$ cat config.mk
export PLATFORM = sky130hd
export DESIGN_NAME = req_encoder_flat
export DESIGN_NICKNAME = d
export VERILOG_FILES = /design/src/rtl/req_encoder_if.sv /design/src/rtl/req_encoder.sv /design/src/flat_wrapper.sv
export SDC_FILE = /design/constraint.sdc
export NUM_CORES = 1
export LEC_CHECK = 0
export CAP_MARGIN = 30
export CORE_MARGIN = 1
export CORE_UTILIZATION = 48
export CTS_CLUSTER_SIZE = 40
export DETAILED_ROUTE_END_ITERATION = 8
export PLACE_DENSITY = 0.85
export SETUP_SLACK_MARGIN = 0.05
export SLEW_MARGIN = 20
export SYNTH_ARGS = -nofsm -noshare
export SYNTH_HDL_FRONTEND = slang
export SYNTH_SLANG_ARGS = --single-unit
$ cat constraint.sdc
create_clock -name clk -period 2.1 [get_ports clk]
set_input_delay 0.21 -clock clk [delete_from_list [all_inputs] [get_ports clk]]
set_output_delay 0.21 -clock clk [all_outputs]
set_load 0.05 [all_outputs]
$ cat src/rtl/req_encoder_if.sv
// Request/code bundle between event sources and the req_encoder.
// The master side drives strobes and ready; the encoder (slave) returns code, valid, pend and ovf.
interface req_encoder_if #(
  parameter int unsigned N = 8
);
  localparam int unsigned W = $clog2(N);

  logic [N-1:0] I;
  logic         ready;
  logic         clr_ovf;
  logic [W-1:0] Y;
  logic         valid;
  logic [N-1:0] pend;
  logic         ovf;

  modport master (
    output I, ready, clr_ovf,
    input  Y, valid, pend, ovf
  );

  modport slave (
    input  I, ready, clr_ovf,
    output Y, valid, pend, ovf
  );
endinterface

$ cat src/rtl/req_encoder.sv
// Sequential N-to-log2(N) request encoder: latches event strobes into a pending register and
// serves one pending index at a time over valid/ready. Optional macro: ENC_ROUND_ROBIN_EN.
module req_encoder #(
  parameter int unsigned N = 8
) (
  input  logic         clk,
  input  logic         rst_n,
  req_encoder_if.slave bus
);
  localparam int unsigned W = $clog2(N);

  typedef enum logic {IDLE, PRESENT} state_t;

  state_t       state;
  logic [N-1:0] p_q;
  logic [W-1:0] y_q;
  logic         valid_q;
  logic         ovf_q;

  logic         accept_c;
  logic [N-1:0] y_onehot_c;
  logic [N-1:0] clr_mask_c;
  logic [N-1:0] rest_c;
  logic [N-1:0] p_next_c;
  logic         ovf_set_c;
  logic [W-1:0] sel_first_c;
  logic [W-1:0] sel_next_c;

`ifdef ENC_ROUND_ROBIN_EN
  logic [W-1:0] ptr;

  // First set bit at or above start, wrapping; N is a power of two so W-bit addition wraps mod N.
  function automatic logic [W-1:0] sel(input logic [N-1:0] v, input logic [W-1:0] start);
    logic [W-1:0] idx;
    logic         found;
    logic [W-1:0] res;
    res   = start;
    found = 1'b0;
    for (int k = 0; k < int'(N); k++) begin
      idx = W'(start + W'(k));
      if (!found && v[idx]) begin
        res   = idx;
        found = 1'b1;
      end
    end
    return res;
  endfunction

  always_comb begin
    sel_first_c = sel(p_q, ptr);
    sel_next_c  = sel(rest_c, W'(y_q + W'(1)));
  end

  always_ff @(posedge clk or negedge rst_n) begin
    if (!rst_n) begin
      ptr <= '0;
    end else if (accept_c) begin
      ptr <= W'(y_q + W'(1));
    end
  end
`else
  // Fixed priority: lowest set index wins.
  function automatic logic [W-1:0] sel(input logic [N-1:0] v);
    logic [W-1:0] res;
    res = '0;
    for (int i = int'(N) - 1; i >= 0; i--) begin
      if (v[i]) res = W'(i);
    end
    return res;
  endfunction

  always_comb begin
    sel_first_c = sel(p_q);
    sel_next_c  = sel(rest_c);
  end
`endif

  // Accept/clear bookkeeping; a strobe on a line being cleared keeps it pending without overflow.
  always_comb begin
    accept_c   = valid_q & bus.ready;
    y_onehot_c = N'(1) << y_q;
    clr_mask_c = accept_c ? y_onehot_c : '0;
    rest_c     = p_q & ~y_onehot_c;
    p_next_c   = (p_q & ~clr_mask_c) | bus.I;
    ovf_set_c  = |(bus.I & p_q & ~clr_mask_c);
  end

  always_ff @(posedge clk or negedge rst_n) begin
    if (!rst_n) begin
      state   <= IDLE;
      p_q     <= '0;
      y_q     <= '0;
      valid_q <= 1'b0;
      ovf_q   <= 1'b0;
    end else begin
      p_q <= p_next_c;

      if (ovf_set_c) begin
        ovf_q <= 1'b1;
      end else if (bus.clr_ovf) begin
        ovf_q <= 1'b0;
      end

      // Strobes from the accept cycle are not in rest_c; IDLE picks them up next cycle.
      case (state)
        IDLE: begin
          if (|p_q) begin
            y_q     <= sel_first_c;
            valid_q <= 1'b1;
            state   <= PRESENT;
          end
        end
        PRESENT: begin
          if (accept_c) begin
            if (|rest_c) begin
              y_q <= sel_next_c;
            end else begin
              valid_q <= 1'b0;
              state   <= IDLE;
            end
          end
        end
        default: begin
          valid_q <= 1'b0;
          state   <= IDLE;
        end
      endcase
    end
  end

  assign bus.Y     = y_q;
  assign bus.valid = valid_q;
  assign bus.pend  = p_q;
  assign bus.ovf   = ovf_q;

`ifndef SYNTHESIS
  // Handshake stability: a presented code is held until it is accepted.
  hold_under_backpressure: assert property (
    @(posedge clk) disable iff (!rst_n)
    (valid_q && !bus.ready) |=> (valid_q && $stable(y_q))
  );

  presented_is_pending: assert property (
    @(posedge clk) disable iff (!rst_n)
    valid_q |-> p_q[y_q]
  );
`endif
endmodule

$ cat src/flat_wrapper.sv
// flat-port wrapper written by rule: the top's interface ports become plain ports
module req_encoder_flat 
#(
  parameter int unsigned N = 8
)
  (clk, rst_n, bus_I, bus_ready, bus_clr_ovf, bus_Y, bus_valid, bus_pend, bus_ovf);
  req_encoder_if #(.N(N)) bus_i ();
  input  logic clk;
  input  logic rst_n;
  input wire logic [$bits(bus_i.I)-1:0] bus_I;
  input wire logic [$bits(bus_i.ready)-1:0] bus_ready;
  input wire logic [$bits(bus_i.clr_ovf)-1:0] bus_clr_ovf;
  output wire logic [$bits(bus_i.Y)-1:0] bus_Y;
  output wire logic [$bits(bus_i.valid)-1:0] bus_valid;
  output wire logic [$bits(bus_i.pend)-1:0] bus_pend;
  output wire logic [$bits(bus_i.ovf)-1:0] bus_ovf;
  assign bus_i.I = bus_I;
  assign bus_i.ready = bus_ready;
  assign bus_i.clr_ovf = bus_clr_ovf;
  assign bus_Y = bus_i.Y;
  assign bus_valid = bus_i.valid;
  assign bus_pend = bus_i.pend;
  assign bus_ovf = bus_i.ovf;
  req_encoder #(.N(N)) u_core (.clk(clk), .rst_n(rst_n), .bus(bus_i));
endmodule
==> Word level (Yosys, flattened, before mapping) <==
Index checks and enable logic that the tools add are counted.
{ "op_classes": {"eq_ne": 4, "shifts": 1, "n_mux": 31, "bitwise": 9, "reduce_logical": 6} }
{ "op_table": {"columns": ["operator", "n"], "rows": [
  ["3-bit two-way mux", 19],
  ["8-bit AND", 4],
  ["8-bit OR reduction", 3],
  ["8-bit inverter", 2],
  ["1-bit two-way mux", 8],
  ["8-bit two-way mux", 1],
  ["8-bit bitwise OR", 1],
  ["1-bit by 3-bit << shifter with 8-bit output (first input constant)", 1],
  ["2-bit != test (second input constant)", 3],
  ["3-bit case mux with 2 select lines", 1],
  ["3-bit AND reduction", 2],
  ["1-bit case mux with 2 select lines", 2],
  ["2-bit by 1-bit != test with 1-bit output (second input constant)", 1],
  ["2-bit nonzero test", 1],
  ["1-bit AND", 1],
  ["1-bit inverter", 1]
]} }
{ "word_totals": {"reg_bits": 14} }

==> Depth between registers and ports, before layout <==
Gate-level depths: netlist of the first run.
{ "depth": {"word_depth": 14, "depth_mapped": 6, "ltp_nobuf": 5} }

==> Least setup slack after synthesis of the first run <==
OpenSTA, ideal clock, no wires.
{ "synth_path": {"path_type": "reg2reg", "startpoint": "reg u_core.y_q[0], in the netlist u_core.bus.Y[0]", "endpoint": "reg u_core.y_q[1], in the netlist u_core.bus.Y[1]", "setup_ps": 125, "t_arrival_ps": 1971, "required_time_ps": 1975, "setup_slack_ps": 4, "stages_incl_launch_ff": 7, "path_cell_list": "dfrtp_1 -> buf_6 -> mux2_2 -> o22ai_2 -> nand4_1 -> a21oi_2 -> mux2_2"} }
{ "synth_via": {"elab_chain_len": 14, "elab_cells_between_ends": 17} }
{ "synth_lines": {"columns": ["element", "line", "source"], "rows": [
  ["start: declaration", "req_encoder.sv:16", "logic [W-1:0] y_q;"],
  ["start signal: assignment", "req_encoder.sv:108", "y_q <= sel_first_c;"],
  ["start signal: assignment", "req_encoder.sv:116", "y_q <= sel_next_c;"],
  ["1-bit by 3-bit << shifter with 8-bit output (*)", "req_encoder.sv:81", "y_onehot_c = N'(1) << y_q;"],
  ["8-bit inverter (*)", "req_encoder.sv:83", "rest_c = p_q & ~y_onehot_c;"],
  ["8-bit AND (*)", "req_encoder.sv:83", null],
  ["3-bit two-way mux (8 in series)", "req_encoder.sv:67", "if (v[i]) res = W'(i);"],
  ["3-bit two-way mux", "req_encoder.sv:115", "if (|rest_c) begin"],
  ["3-bit two-way mux", "req_encoder.sv:114", "if (accept_c) begin"],
  ["3-bit case mux with 2 select lines", "req_encoder.sv:105", "case (state)"]
]} }
Mark *: on every way between the ends. The rest lies on a longest branch, timed or not. The select of a mux whose other input is x is not followed.
A chain may end at the register's enable or synchronous reset.

==> Worst setup path in the final report of the first run <==
Same ends and word-level chain as after synthesis.

==> results of run 1 <==
cell families (layout without fill, tap and decap cells):
logic type | Yosys count | in the layout | synth area share
compound gates | 37 | 37 | 0.279
flops | 14 | 14 | 0.355
buf+inv | 17 | 42 | 0.0799
mux | 4 | 4 | 0.0444
simple gates | 43 | 43 | 0.242
worst max path at each step:
| stage | start | to | slack [ns] | depth (start not counted) |
|---|---|---|---|---|
| 2_1_floorplan | u_core.bus.pend[5] | u_core.bus.Y[1] | 0.07 | 6 |
| 3_3_place_gp | bus_ready | u_core.bus.ovf | 0.19 | 6 |
| 3_5_place_dp | bus_ready | u_core.bus.ovf | 0.16 | 6 |
| 4_1_cts | u_core.bus.pend[3] | bus_pend[3] | 0.15 | 1 |
| 5_1_grt | u_core.bus.Y[0] | u_core.bus.Y[1] | 0.03 | 5 |
| 6_report | u_core.bus.Y[0] | u_core.bus.Y[1] | 0.14 | 5 |
area by class of cell:
| cell class | instances | area [sq um] |
|---|---|---|
| Clock buffer | 4 | 36.3 |
| Fill cell | 171 | 653 |
| Inverter | 12 | 47.5 |
| Multi-Input combinational cell | 84 | 564 |
| Sequential cell | 14 | 352 |
| Tap cell | 27 | 33.8 |
| Timing Repair Buffer | 26 | 255 |
critical path, delay by kind of cell (launching register included):
| kind | cells | cell delay (ns) |
|---|---|---|
| DFF | 1 | 0.55 |
| and+or+nand+nor | 3 | 0.72 |
| muxes | 1 | 0.35 |
| AOI/OAI and AO/OA | 1 | 0.23 |
layer usage:
layer,vias up,global-route usage,wire (um)
li1,476,-,-
met1,502,0.413,1150
met2,64,0.460,1360
met5,-,0,0
met3,7,0.0269,204
met4,0,0.109,58
flip-flops by register name (all words and copies together), names as in the netlist:
signal / count
u_core.bus.valid: 1
u_core.bus.ovf: 1
u_core.bus.Y: 3
u_core.state: 1
u_core.bus.pend: 8
stage by stage:
step | setup slack (ns) | area [sq um] | hold WS, ns | utilization
after floorplan | 0.0661 | 988 | -0.0856 | -
after CTS | 0.149 | 1280 | 0.328 | 0.660
after global placement | 0.188 | 1250 | 0.577 | 0.642
final | 0.138 | 1290 | 0.313 | 0.664
after global routing | 0.0339 | 1290 | 0.387 | 0.664
after detailed placement | 0.164 | 1250 | 0.610 | 0.642
placed cells by master, fill, tap and decap left out, types with 2 or more instances in the layout:
master	count
o21bai_1	2
nor3_1	3
a221oi_1	2
a21oi_1	4
clkbuf_4	3
dfrtp_1	13
o221ai_1	2
nand2b_1	4
or3_1	2
buf_4	2
nor2_1	9
nand2_1	9
mux2_2	3
inv_1	11
nand3_1	3
and2_1	2
clkdlybuf4s50_1	24
o211ai_1	3
o21ai_0	8
timing repair:
action,CTS,global route
hold buffers,0,0
buffers inserted,0,0
endpoints found under the setup margin,0,1
gates resized for setup,0,1
power by group:
part / internal [mW] / switching, mW / total [mW]
clock: 0.106 / 0.0927 / 0.198
sequential: 0.305 / 0.108 / 0.413
combinational: 0.216 / 0.311 / 0.527
total: 0.628 / 0.511 / 1.14
==> out/metrics.cfg, run 1 <==
[synthesis]
synth_top_area_share = 0.355
synth.net_count = 127
synth_common_cells = dfrtp_1, inv_1, nand2_1, nor2_1, o21ai_0
syn_inst = 115
avgSynthCellArea_sq_um = 8.58
synth_top_cell_by_area = dfrtp_1
synth-edff-count = 0
seq_area_frac_synth = 0.355
synth_most_common_cell = dfrtp_1
synth_warnings = 0
synthTopCellsByArea = dfrtp_1, inv_1, o21ai_0, nand2_1, nor2_1
synth_cell_type_count = 47
syn_area_sq_um = 987
async_flop_share = 1.00
ys.flop_type = dfrtp_1
synth-seq-cells = 14

[timing]
hold_viol_final = 0
clock_skew_ns = 0.00341
finalSetupTns_ns = 0
slew-limit-headroom = 0.568
tightestPinTransition_ns = 0.646
maxSlewViolCount = 0
setup_viol = 0
rsz0062_at_grt = no
fmax_mhz = 510
finalCritPeriodShare = 0.934
fin_crit_ns = 1.96

[die]
core_area_sq_um = 1940
die_x_um = 47.4
die_h_um = 47.4
dieArea_sq_um = 2240
start_util = 0.508
rows = 16
ios = 25

[routing]
drt-total-wl_um = 2770
post-route-drc-count = 0
final_antenna_net_count = 0
drt_pass1_iterations = 5
vias = 1049
vias_per_cell = 6.28
wire_per_inst_um = 16.6
first_iter_violations = 61

[clock_tree]
numCtsBuffers = 3
clock_latency_ns = 0.29
cts.htree.levels = 1
cts_tree = done
cts_root_buffer = clkbuf_4
max-clock-path-buffers = 2
path_clk_slew_ns = 0.09
clock_sinks = 14

[final_layout]
area_growth_pct = 30.5
final_nets = 153
final_layout_size_suffix_gt1_frac = 0.143
diodes = 0
layoutNonFillerInstCount = 167

[pwr]
power.density_nw_per_um2 = 884
peakVddDrop_v = 0.000749
power_leakage_nw = 0.530
finalPower_mw = 1.14

[setup_path]
r2r_slack_ns = 0.14
worstPathRequired_ns = 2.28
cpMaxStageDelayCell = dfrtp_2
arrival_ns = 2.14
cp_slowest_stage_delay_ns = 0.55
crit_path_end_kind = flop
worstReg2RegStart = u_core.bus.Y[0]
crit_path_max_fanout = 14
cp_cell_sequence = nor4bb_1, or3_1, nand4_1, a21oi_2, mux2_2
r2r-end = u_core.bus.Y[1]
critical_path_class = flop to flop
r2r_cells = 5
start_kind = flop

[global_routing]
antenna_found_initial = 0
grt_pass1_vias = 925
grt_pass1_wl_um = 4450
gr-total-overflow = 0
grt_max_degree = 15
globalRouteTotalUtil = 0.292

[placement]
gp_routability_congestion = 0.983
dp_cells = 163
io_buffers = 24
place_hpwl_um = 2050

[run]
cap_violations = 0

[outcome]
outcome = finished, final reports clean

[min_path]
min_path_type = input pin to asynchronous set/reset pin

Power figures use the tool's default switching activity.
==> run 2: changes to the inputs <==
--- a/config.mk
+++ b/config.mk
@@ -5,11 +5,12 @@
 export SDC_FILE = /design/constraint.sdc
 export NUM_CORES = 1
 export LEC_CHECK = 0
-export CAP_MARGIN = 30
+export CAP_MARGIN = 20
 export CORE_MARGIN = 1
 export CORE_UTILIZATION = 48
 export CTS_CLUSTER_SIZE = 40
 export DETAILED_ROUTE_END_ITERATION = 8
+export HOLD_SLACK_MARGIN = 0.02
 export PLACE_DENSITY = 0.85
 export SETUP_SLACK_MARGIN = 0.05
 export SLEW_MARGIN = 20
==> results of run 2 <==
Same layout as run 1: the final DEF is identical, and so are final timing and power.
